==> config.mk <==
export PLATFORM = sky130hd
export DESIGN_NAME = out_buf_drain_ctrl
export DESIGN_NICKNAME = d
export VERILOG_FILES = /design/src/rtl/out_buf_drain_ctrl.sv
export SDC_FILE = /design/constraint.sdc
export NUM_CORES = 1
export LEC_CHECK = 0
export CAP_MARGIN = 15
export CORE_UTILIZATION = 40
export CTS_BUF_LIST = sky130_fd_sc_hd__clkbuf_4 sky130_fd_sc_hd__clkbuf_8
export CTS_CLUSTER_SIZE = 16
export DETAILED_ROUTE_END_ITERATION = 8
export GPL_TIMING_DRIVEN = 1
export REMOVE_ABC_BUFFERS = 1
export SLEW_MARGIN = 10
export SYNTH_ARGS = -nofsm -noshare
export SYNTH_HDL_FRONTEND = slang
export SYNTH_SLANG_ARGS = --single-unit
==> constraint.sdc <==
create_clock -name clk_i -period 4.2 [get_ports clk_i]
set_clock_uncertainty 0.05 [all_clocks]
set_input_delay 0.84 -clock clk_i [delete_from_list [all_inputs] [get_ports clk_i]]
set_output_delay 0.84 -clock clk_i [all_outputs]
set_load 0.02 [all_outputs]
==> src/rtl/out_buf_drain_ctrl.sv <==
// Output-buffer drain controller: sweeps every compute unit on a chunk-end request, queues the
// words in a small FIFO and streams them out. Optional clamp of negative words: OUT_DRAIN_RELU_EN.
module out_buf_drain_ctrl #(
    parameter int CU_NUM     = 4,
    parameter int DAT_W      = 32,
    parameter int BUF_NUM    = 2,
    parameter int FIFO_DEPTH = 4
) (
    input  logic                       clk_i,
    input  logic                       rst_i,
    input  logic                       total_chunk_end_i,
    input  logic [DAT_W-1:0]           out_buf_dat_i,
    output logic [$clog2(CU_NUM)-1:0]  cu_sel_o,
    output logic [$clog2(BUF_NUM)-1:0] acc_buf_sel_o,
    output logic                       m_valid_o,
    input  logic                       m_ready_i,
    output logic [DAT_W-1:0]           m_data_o,
    output logic [$clog2(CU_NUM)-1:0]  m_cu_idx_o,
    output logic                       m_last_o,
    output logic                       busy_o,
    output logic                       done_o,
    output logic                       overflow_err_o
);
    localparam int CU_W  = $clog2(CU_NUM);
    localparam int AB_W  = $clog2(BUF_NUM);
    localparam int PTR_W = $clog2(FIFO_DEPTH);
    localparam int ENT_W = DAT_W + CU_W + 1;

    localparam logic [1:0] ST_IDLE  = 2'd0;
    localparam logic [1:0] ST_SWEEP = 2'd1;
    localparam logic [1:0] ST_DRAIN = 2'd2;

    logic [1:0]       state_r, state_nxt_s;
    logic             tce_r;
    logic             req_s, accept_s;
    logic [CU_W-1:0]  cu_sel_r, cu_sel_nxt_s;
    logic [AB_W-1:0]  acc_sel_r, acc_sel_nxt_s;
    logic             busy_r, done_r, done_nxt_s, ovf_r;
    logic [ENT_W-1:0] mem_r [FIFO_DEPTH];
    logic [PTR_W-1:0] wr_ptr_r, rd_ptr_r;
    logic [PTR_W:0]   count_r;
    logic             full_s, push_s, pop_s;
    logic [DAT_W-1:0] word_s;
    logic [ENT_W-1:0] head_s;

    // A request landing in the done cycle is treated as arriving while busy.
    assign req_s    = total_chunk_end_i & ~tce_r;
    assign accept_s = req_s & (state_r == ST_IDLE) & ~done_r;

    assign full_s    = (count_r == (PTR_W+1)'(FIFO_DEPTH));
    assign m_valid_o = (count_r != {(PTR_W+1){1'b0}});
    assign pop_s     = m_valid_o & m_ready_i;
    assign head_s    = mem_r[rd_ptr_r];

    assign m_data_o       = head_s[ENT_W-1 -: DAT_W];
    assign m_cu_idx_o     = head_s[CU_W:1];
    assign m_last_o       = head_s[0];
    assign cu_sel_o       = cu_sel_r;
    assign acc_buf_sel_o  = acc_sel_r;
    assign busy_o         = busy_r;
    assign done_o         = done_r;
    assign overflow_err_o = ovf_r;

    // Word conditioning ahead of the FIFO.
    always_comb begin
`ifdef OUT_DRAIN_RELU_EN
        if (out_buf_dat_i[DAT_W-1]) begin
            word_s = {DAT_W{1'b0}};
        end else begin
            word_s = out_buf_dat_i;
        end
`else
        word_s = out_buf_dat_i;
`endif
    end

    // Sweep FSM next-state and push decision.
    always_comb begin
        state_nxt_s   = state_r;
        cu_sel_nxt_s  = cu_sel_r;
        acc_sel_nxt_s = acc_sel_r;
        done_nxt_s    = 1'b0;
        push_s        = 1'b0;
        case (state_r)
            ST_IDLE: begin
                if (accept_s) begin
                    state_nxt_s  = ST_SWEEP;
                    cu_sel_nxt_s = {CU_W{1'b0}};
                    if (acc_sel_r == AB_W'(BUF_NUM - 1)) begin
                        acc_sel_nxt_s = {AB_W{1'b0}};
                    end else begin
                        acc_sel_nxt_s = acc_sel_r + AB_W'(1);
                    end
                end else begin
                    state_nxt_s = ST_IDLE;
                end
            end
            ST_SWEEP: begin
                if (!full_s) begin
                    push_s = 1'b1;
                    if (cu_sel_r == CU_W'(CU_NUM - 1)) begin
                        cu_sel_nxt_s = {CU_W{1'b0}};
                        state_nxt_s  = ST_DRAIN;
                    end else begin
                        cu_sel_nxt_s = cu_sel_r + CU_W'(1);
                    end
                end else begin
                    cu_sel_nxt_s = cu_sel_r;
                end
            end
            ST_DRAIN: begin
                if (pop_s && m_last_o) begin
                    done_nxt_s  = 1'b1;
                    state_nxt_s = ST_IDLE;
                end else begin
                    state_nxt_s = ST_DRAIN;
                end
            end
            default: begin
                state_nxt_s = ST_IDLE;
            end
        endcase
    end

    // Control registers: FSM, selects, status flags.
    always_ff @(posedge clk_i or negedge rst_i) begin
        if (!rst_i) begin
            state_r   <= ST_IDLE;
            tce_r     <= 1'b0;
            cu_sel_r  <= {CU_W{1'b0}};
            acc_sel_r <= {AB_W{1'b0}};
            busy_r    <= 1'b0;
            done_r    <= 1'b0;
            ovf_r     <= 1'b0;
        end else begin
            state_r   <= state_nxt_s;
            tce_r     <= total_chunk_end_i;
            cu_sel_r  <= cu_sel_nxt_s;
            acc_sel_r <= acc_sel_nxt_s;
            busy_r    <= (state_nxt_s != ST_IDLE);
            done_r    <= done_nxt_s;
            if (req_s && !accept_s) begin
                ovf_r <= 1'b1;
            end
        end
    end

    // Output FIFO; push is gated by the registered full so a simultaneous pop never loses data.
    always_ff @(posedge clk_i or negedge rst_i) begin
        if (!rst_i) begin
            wr_ptr_r <= {PTR_W{1'b0}};
            rd_ptr_r <= {PTR_W{1'b0}};
            count_r  <= {(PTR_W+1){1'b0}};
            for (int i = 0; i < FIFO_DEPTH; i++) begin
                mem_r[i] <= {ENT_W{1'b0}};
            end
        end else begin
            if (push_s) begin
                mem_r[wr_ptr_r] <= {word_s, cu_sel_r, (cu_sel_r == CU_W'(CU_NUM - 1))};
                wr_ptr_r        <= wr_ptr_r + PTR_W'(1);
            end
            if (pop_s) begin
                rd_ptr_r <= rd_ptr_r + PTR_W'(1);
            end
            case ({push_s, pop_s})
                2'b10:   count_r <= count_r + (PTR_W+1)'(1);
                2'b01:   count_r <= count_r - (PTR_W+1)'(1);
                default: count_r <= count_r;
            endcase
        end
    end
endmodule
==> out/results.env, run 1 <==
RUN_STATUS='complete, no violations'
GROUTE.USAGE.OVERALL_PCT=16.30
POST_SYNTH_INST_COUNT=410
WORSTSKEWPAIRLATENCY_NS=0.45
VIASPERCELL=5.144
FIRST_GLOBAL_VIAS=4057
PLACEABLECOREAREA_UM2=16820
CTSLONGESTPATHBUFFERS=2
CTS_MAX_LEVEL=4
CLOCK-ROOT-BUFFER='sky130_fd_sc_hd__clkbuf_8'
GRT_START_MAX_NET_PINS=116
SYNTH_SEQ_AREA_SHARE_PCT=55.95
PLACEDCELLCOUNT=687
DRC=0
DIE_WIDTH_UM=134.1
SETUP.WORST_PATH.CLASS='reg2out'
DRTPASS1ITERATIONS=5
ACHIEVABLE-FREQUENCY_GHz=0.2796
SEQ_POWER_SHARE_PCT=37.7
DETAILROUTE.VIA_COUNT=3704
INITIAL_UTILIZATION_PCT=41.48
PATH_MAX_FANOUT=22
HPWLAFTERDP_UM=8196
FINAL.SETUP.WORST_SLACK_NS=0.6235
SYNTH_EDF_COUNT=0
DESIGN.DIE.AREA_UM2=17970
POWER_SWITCHING_SHARE_PCT=34.61
TYPE_OF_ELEMENT_CAPTURING_THE_CRITICAL_PATH='output port'
PERIOD_MINUS_SLACK_NS=3.576
TIMING.MAX_SLEW.REL_SLACK_PCT=51.68
IO-PIN-COUNT=78
GRT_FIRST_PASS_WIRELENGTH_UM=22110
POST_CTS_HOLD_BUFFER_COUNT=0
DRIVE_GT1_SHARE_PCT=40.40
FINALMAXSLEWVIOLATIONS=0
SYNTH-XOR-AREA-SHARE_PCT=0.8788
WORST_SETUP_PATH_STARTPOINT='rd_ptr_r[0]'
SYNTH_SEQ_CELLS=156
SYNTH.CELL_AREA_UM2=6977
P_LEAK_nW=3.419
POWER.SHARE.CLOCK_PCT=15.1
REG_TO_REG_CRITICAL_PATH_STARTPOINT='count_r[0]'
SETUP.WORST_PATH.START_CLASS='register'
SYNTH-COMPOUND-AREA-SHARE_PCT=1.058
FINAL_UTIL_PCT=49.03
FINAL.SETUP.TNS_NS=0
COMBINATIONALPOWERSHARE_PCT=47.2
NETLIST-CELL-TYPE-COUNT=40
GRT_SETUP_UNREPAIRED='false'
GP_CONGESTION=0.6945
TRITONCTS_CLOCK_TREE='yes'
MUXSHAREOFSYNTHAREA_PCT=34.36
DPL_WORST_SLACK_NS=1.042
SYNTH_FLOP_CELL='sky130_fd_sc_hd__dfrtp_1'
VDD_DROP_MAX_mV=0.4615
RESIDUAL_OVERFLOW_FROM_GLOBAL_ROUTING=0
N_FILL_CELL=1437
PORT_BUFFERS=77
SYNTHSIMPLEGATEAREAFRAC_PCT=2.582
SYN_TO_FINAL_GROWTH_PCT=18.20
CORE.ROWCOUNT=47
COUNT_OF_ROUTING_VIOLATIONS_AFTER_THE_OPENING_DETAILED_ROUTE_ITERATION=168
POWER.DENSITY_nW_PER_UM2=880.2
SYNTH_TOP_FAMILY_BY_AREA='multiplexers'
TRANSITION_TIME_OF_THE_TIGHTEST_SLEW_CHECK_PIN_NS=0.7248
CELLINTERNALPOWER_mW=4.746
CTS_POST_SETUP_BUFFERS_INSERTED=0
WL_PER_CELL_UM=18.34
POST_SYNTH_FA_HA_MAJ_AREA_FRACTION_PCT=1.363
CLOCK_SINKS=156
FINAL-HOLD-VIOLATION-COUNT=0
YOSYSWARNINGCOUNT=0
RRSETUPSLACK_NS=1.71
NUMBER_OF_ANTENNA_VIOLATIONS_AT_THE_FIRST_CHECK_IN_GLOBAL_ROUTING=0
CP.ARRIVAL_NS=2.69
ROUTE.FINAL.WIRE_LENGTH_UM=13200
TIMING.HOLD.WORST.CLASS='in2async'
POST_CTS.RESIZED_INSTANCES=0
N_ANTENNA_CELL=0
PERIOD_SHARE_PCT=85.15
DRT.ANTENNA.VIOLATING_NETS=0
SYNTH.AVG_CELL_AREA_UM2=17.02
YS_ASYNC_SR_FRACTION_PCT=100.0
TIMING.FINAL.SETUP_VIOLATIONS=0
SWITCHINGPOWER_mW=2.512
FINAL_CELL_COUNT_WITHOUT_FILLERS=720
NUM-NETS-FINAL=530
CTS-BUFFERS-INSERTED=17
DIE_HEIGHT_UM=134.1
TIMING.CRITICAL_PATH.REQUIRED_NS=3.31
CAP_VIOLATIONS=0
CLK_TRANSITION_REPORTED_PATHS_NS=0.09
## metrics by stage
stage / power, mW / hold slack, ns / cell area [µm²]
3_3_place_gp: 6.175 / 0.4037 / 7835
6_report: 7.259 / 0.2178 / 8247
4_1_cts: 7.387 / 0.4292 / 8219
3_5_place_dp: 6.263 / 0.4097 / 7835
2_1_floorplan: 4.954 / 0.4088 / 6738
5_1_grt: 7.729 / 0.1996 / 8247
## kinds of logic (layout without fill, tap and decap cells)
| family | count (synthesis) | count (layout) |
|---|---|---|
| DFF | 156 | 156 |
| xor gates and xnor gates | 7 | 7 |
| muxes | 179 | 179 |
| AOI/OAI and AO/OA | 9 | 9 |
| buffers and inverters | 30 | 120 |
| adders and majority gates | 7 | 7 |
| and+or+nand+nor | 22 | 22 |
## Yosys cell counts (all sizes together), types with 2 or more instances
cell type | n | area [µm²]
dfrtp | 156 | 3904
mux2 | 141 | 1592
mux4 | 34 | 765.7
buf | 23 | 239.0
inv | 7 | 26.28
ha | 6 | 75.07
nand3 | 5 | 75.07
mux2i | 4 | 40.04
xnor2 | 4 | 35.03
nand2 | 3 | 11.26
xor2 | 3 | 26.28
a22o | 2 | 20.02
and2 | 2 | 15.02
nor2 | 2 | 7.510
nor2b | 2 | 12.51
or3 | 2 | 13.77
## registers in the layout, indices dropped and copies added (netlist names)
signal / flops
mem_r: 140
count_r: 3
cu_sel_o: 2
rd_ptr_r: 2
state_r: 2
wr_ptr_r: 2
acc_buf_sel_o: 1
busy_o: 1
done_o: 1
overflow_err_o: 1
tce_r: 1
## layout make-up
class | count | area [µm²] | area share, %
Inverter | 7 | 26.28 | 0.3186
Timing Repair Buffer | 81 | 847.1 | 10.27
Clock inverter | 15 | 150.1 | 1.821
Tap cell | 220 | 275.3 | 3.338
Sequential cell | 156 | 3906 | 47.37
Multi-Input combinational cell | 224 | 2808 | 34.05
Clock buffer | 17 | 234.0 | 2.837
## worst paths after layout
path,endpoint,cells after the start
worst max register to register,count_r[2],9
min in group clk_i,overflow_err_o,1
max in group asynchronous,rd_ptr_r[1],2
worst max-delay path,m_data_o[16],3
worst min-delay path,mem_r[87],1
worst min register to register,overflow_err_o,1
## power by group through the flow
stage	logic (mW)	clock network, mW	registers [mW]
6_report	3.43	1.09	2.74
5_1_grt	3.66	1.21	2.86
4_1_cts	3.49	1.15	2.75
3_5_place_dp	3.48	0	2.78
3_3_place_gp	3.42	0	2.76
2_1_floorplan	2.28	0	2.68
## layer usage
| layer | track usage (%) | share of wire (%) |
|---|---|---|
| met5 | 0 | 0 |
| met4 | 5.868 | 1.5 |
| met3 | 4.460 | 3.8 |
| met2 | 26.22 | 49 |
| met1 | 21.18 | 45 |
## worst max-delay path, stage by stage, from the launching register on
cell and delay (ns):
sky130_fd_sc_hd__dfrtp_2 0.85, sky130_fd_sc_hd__buf_12 0.28, sky130_fd_sc_hd__mux4_2 0.53, sky130_fd_sc_hd__clkdlybuf4s50_1 0.55
## cells in the final DEF (no fill, tap or decap), types with 2 or more instances in the layout
cell | netlist | layout
sky130_fd_sc_hd__xor2_1 | 3 | 3
sky130_fd_sc_hd__clkbuf_8 | 0 | 17
sky130_fd_sc_hd__dfrtp_1 | 156 | 154
sky130_fd_sc_hd__mux4_2 | 34 | 34
sky130_fd_sc_hd__inv_1 | 7 | 7
sky130_fd_sc_hd__buf_12 | 1 | 2
sky130_fd_sc_hd__ha_1 | 6 | 6
sky130_fd_sc_hd__clkinvlp_4 | 0 | 2
sky130_fd_sc_hd__nor2_1 | 2 | 2
sky130_fd_sc_hd__mux2_2 | 119 | 119
sky130_fd_sc_hd__nor2b_1 | 2 | 2
sky130_fd_sc_hd__a22o_2 | 2 | 2
sky130_fd_sc_hd__nand3_4 | 4 | 4
sky130_fd_sc_hd__xnor2_1 | 4 | 4
sky130_fd_sc_hd__clkdlybuf4s50_1 | 0 | 76
sky130_fd_sc_hd__inv_6 | 0 | 9
sky130_fd_sc_hd__nand2_1 | 3 | 3
sky130_fd_sc_hd__mux2i_1 | 4 | 4
sky130_fd_sc_hd__clkinv_4 | 0 | 3
sky130_fd_sc_hd__mux2_1 | 21 | 21
sky130_fd_sc_hd__dfrtp_2 | 0 | 2
(Power assumes the default switching activity.)
==> inputs of run 2 (changes only) <==
Settings changed: SLEW_MARGIN 10 to 20.
==> run 2 against run 1 <==
  * Sequential cell count unchanged
  * Hold slack better by 0.20 ns
  * First-iteration DRC count grew 8.9%
  * Global-route usage stayed put
  * Sequential power about the same
  * Non-clock buffer count is 1 lower
  * Combinational power barely moved
  * Sequential share of layout area grew 0.14 points
  * Critical path type unchanged
  * Register-to-register slack about the same
  * Via count down 0.30%
  * Clock-buffer cell count stayed put
  * Largest power group unchanged
==> out/results.env, run 2 (synthesis gave the netlist of run 1 again) <==
PLACEDCELLCOUNT=687
GRT.BUSIEST_LAYER='met2'
DESIGN.DIE.AREA_UM2=17970
LARGESTREGISTERS='mem_r x140, count_r x3'
SEQ_POWER_SHARE_PCT=37.7
CTS-BUFFERS-INSERTED=17
COMBINATIONALPOWERSHARE_PCT=47.2
NUMBER_OF_ANTENNA_VIOLATIONS_AT_THE_FIRST_CHECK_IN_GLOBAL_ROUTING=0
FIRST_GLOBAL_VIAS=4057
GRT_FIRST_PASS_WIRELENGTH_UM=22110
CP.ARRIVAL_NS=2.69
TRANSITION_TIME_OF_THE_TIGHTEST_SLEW_CHECK_PIN_NS=0.9339
N_ANTENNA_CELL=0
TRITONCTS_CLOCK_TREE='yes'
FINAL.SETUP.TNS_NS=0
MET2_USAGE_PCT=26.22
PLACEABLECOREAREA_UM2=16820
TIMING.HOLD.WORST.CLASS='reg2reg'
POST_CTS.RESIZED_INSTANCES=0
SYN_TO_FINAL_GROWTH_PCT=17.84
SWITCHINGPOWER_mW=2.512
FINAL_CELL_COUNT_WITHOUT_FILLERS=719
DRC=0
CLOCK-ROOT-BUFFER='sky130_fd_sc_hd__clkbuf_8'
CTS_MAX_LEVEL=4
VDD_DROP_MAX_mV=0.4610
DIE_HEIGHT_UM=134.1
RESIDUAL_OVERFLOW_FROM_GLOBAL_ROUTING=0
P_LEAK_nW=3.408
TYPE_OF_ELEMENT_CAPTURING_THE_CRITICAL_PATH='output port'
CLK_TRANSITION_REPORTED_PATHS_NS=0.09
DETAILROUTE.VIA_COUNT=3693
CRITPATHSLOWESTCELL='sky130_fd_sc_hd__dfrtp_2'
POWER.DENSITY_nW_PER_UM2=882.5
NUM-NETS-FINAL=529
GRT_START_MAX_NET_PINS=116
SETUP.WORST_PATH.CLASS='reg2out'
GRT_SETUP_UNREPAIRED='false'
CRIT_BUF_INV=2
IO-PIN-COUNT=78
FINAL-HOLD-VIOLATION-COUNT=0
ACHIEVABLE-FREQUENCY_GHz=0.2797
PORT_BUFFERS=77
COUNT_OF_ROUTING_VIOLATIONS_AFTER_THE_OPENING_DETAILED_ROUTE_ITERATION=183
DRT.ANTENNA.VIOLATING_NETS=0
TIMING.CRITICAL_PATH.REQUIRED_NS=3.31
PATH_MAX_FANOUT=22
CTS_POST_SETUP_BUFFERS_INSERTED=0
RUN_STATUS='complete, no violations'
HPWLAFTERDP_UM=8196
WL_PER_CELL_UM=18.35
MOST_FREQUENT_CELLS_IN_THE_LAYOUT='sky130_fd_sc_hd__dfrtp_1 (154), sky130_fd_sc_hd__mux2_2 (119), sky130_fd_sc_hd__clkdlybuf4s50_1 (76), sky130_fd_sc_hd__mux4_2 (34), sky130_fd_sc_hd__mux2_1 (21)'
DRIVE_GT1_SHARE_PCT=40.28
CELLINTERNALPOWER_mW=4.744
MET1_CAPACITY_USAGE_DURING_GLOBAL_ROUTING_PCT=21.18
VIASPERCELL=5.136
SETUP.WORST_PATH.START_CLASS='register'
PERIOD_MINUS_SLACK_NS=3.575
PATH_DELAY_FAMILY='flip-flops'
DESIGN_AREA_UM2=8222
PERIOD_SHARE_PCT=85.12
POST_CTS_HOLD_BUFFER_COUNT=0
RRSETUPSLACK_NS=1.71
INITIAL_UTILIZATION_PCT=41.48
GP_CONGESTION=0.6945
DRTPASS1ITERATIONS=4
CTSLONGESTPATHBUFFERS=2
TIMING.FINAL.SETUP_VIOLATIONS=0
LAYOUT_COMMONEST_CELL='sky130_fd_sc_hd__dfrtp_1'
DIE_WIDTH_UM=134.1
DPL_WORST_SLACK_NS=1.042
FINALMAXSLEWVIOLATIONS=0
ROUTE.FINAL.WIRE_LENGTH_UM=13190
POWER_SWITCHING_SHARE_PCT=34.63
M3_GR_USAGE_PCT=4.460
REGMOSTFLOPS='mem_r'
CLOCK_SINKS=156
WORSTSKEWPAIRLATENCY_NS=0.44
TIMING.MAX_SLEW.REL_SLACK_PCT=37.74
CAP_VIOLATIONS=0
FINAL.SETUP.WORST_SLACK_NS=0.6249
CORE.ROWCOUNT=47
POWER.SHARE.CLOCK_PCT=15.1
MAX_STAGE_DELAY_NS=0.85
GROUTE.USAGE.OVERALL_PCT=16.30
PLACED_AREA_UM2=7835
NUMBER_OF_FLIP_FLOPS_UNDER_THE_LARGEST_REGISTER_NAME=140
TIMING.CRITICAL_PATH.CELLS='buf_12, mux4_2, clkdlybuf4s50_1'
==> run 2: final cells by class <==
| cell class | instances | area [µm²] |
|---|---|---|
| Tap cell | 220 | 275.3 |
| Inverter | 7 | 26.28 |
| Clock inverter | 15 | 150.1 |
| Clock buffer | 17 | 234.0 |
| Sequential cell | 156 | 3906 |
| Fill cell | 1439 | 8597 |
| Timing Repair Buffer | 80 | 822.0 |
| Multi-Input combinational cell | 224 | 2808 |
==> run 2: power groups by stage <==
stage / logic, mW / registers (mW) / clock network [mW]
2_1_floorplan: 2.28 / 2.68 / 0
3_3_place_gp: 3.42 / 2.76 / 0
3_5_place_dp: 3.48 / 2.78 / 0
4_1_cts: 3.49 / 2.75 / 1.15
5_1_grt: 3.66 / 2.86 / 1.21
6_report: 3.42 / 2.74 / 1.09
==> run 2: final timing paths <==
kind / startpoint / end / cells past startpoint
max: rd_ptr_r[0] / m_data_o[16] / 3
min: overflow_err_o / overflow_err_o / 1
max reg2reg: count_r[0] / count_r[2] / 9
min reg2reg: overflow_err_o / overflow_err_o / 1
max in group asynchronous: rst_i / mem_r[80] / 2
min in group asynchronous: rst_i / mem_r[122] / 1
==> run 2: stage by stage <==
stage	hold WS, ns	utilization (%)	total power [mW]
6_report	0.4209	48.88	7.256
5_1_grt	0.4471	48.88	7.726
4_1_cts	0.4292	48.87	7.387
3_5_place_dp	0.4097	46.59	6.263
3_3_place_gp	0.4037	46.59	6.175
2_1_floorplan	0.4088	-	4.954
==> run 2: layer usage <==
metal / wire length, µm / up-vias
met2: 6464 / 72
li1: - / 1666
met1: 6018 / 1941
met4: 203 / 0
met3: 508 / 14
met5: 0 / -
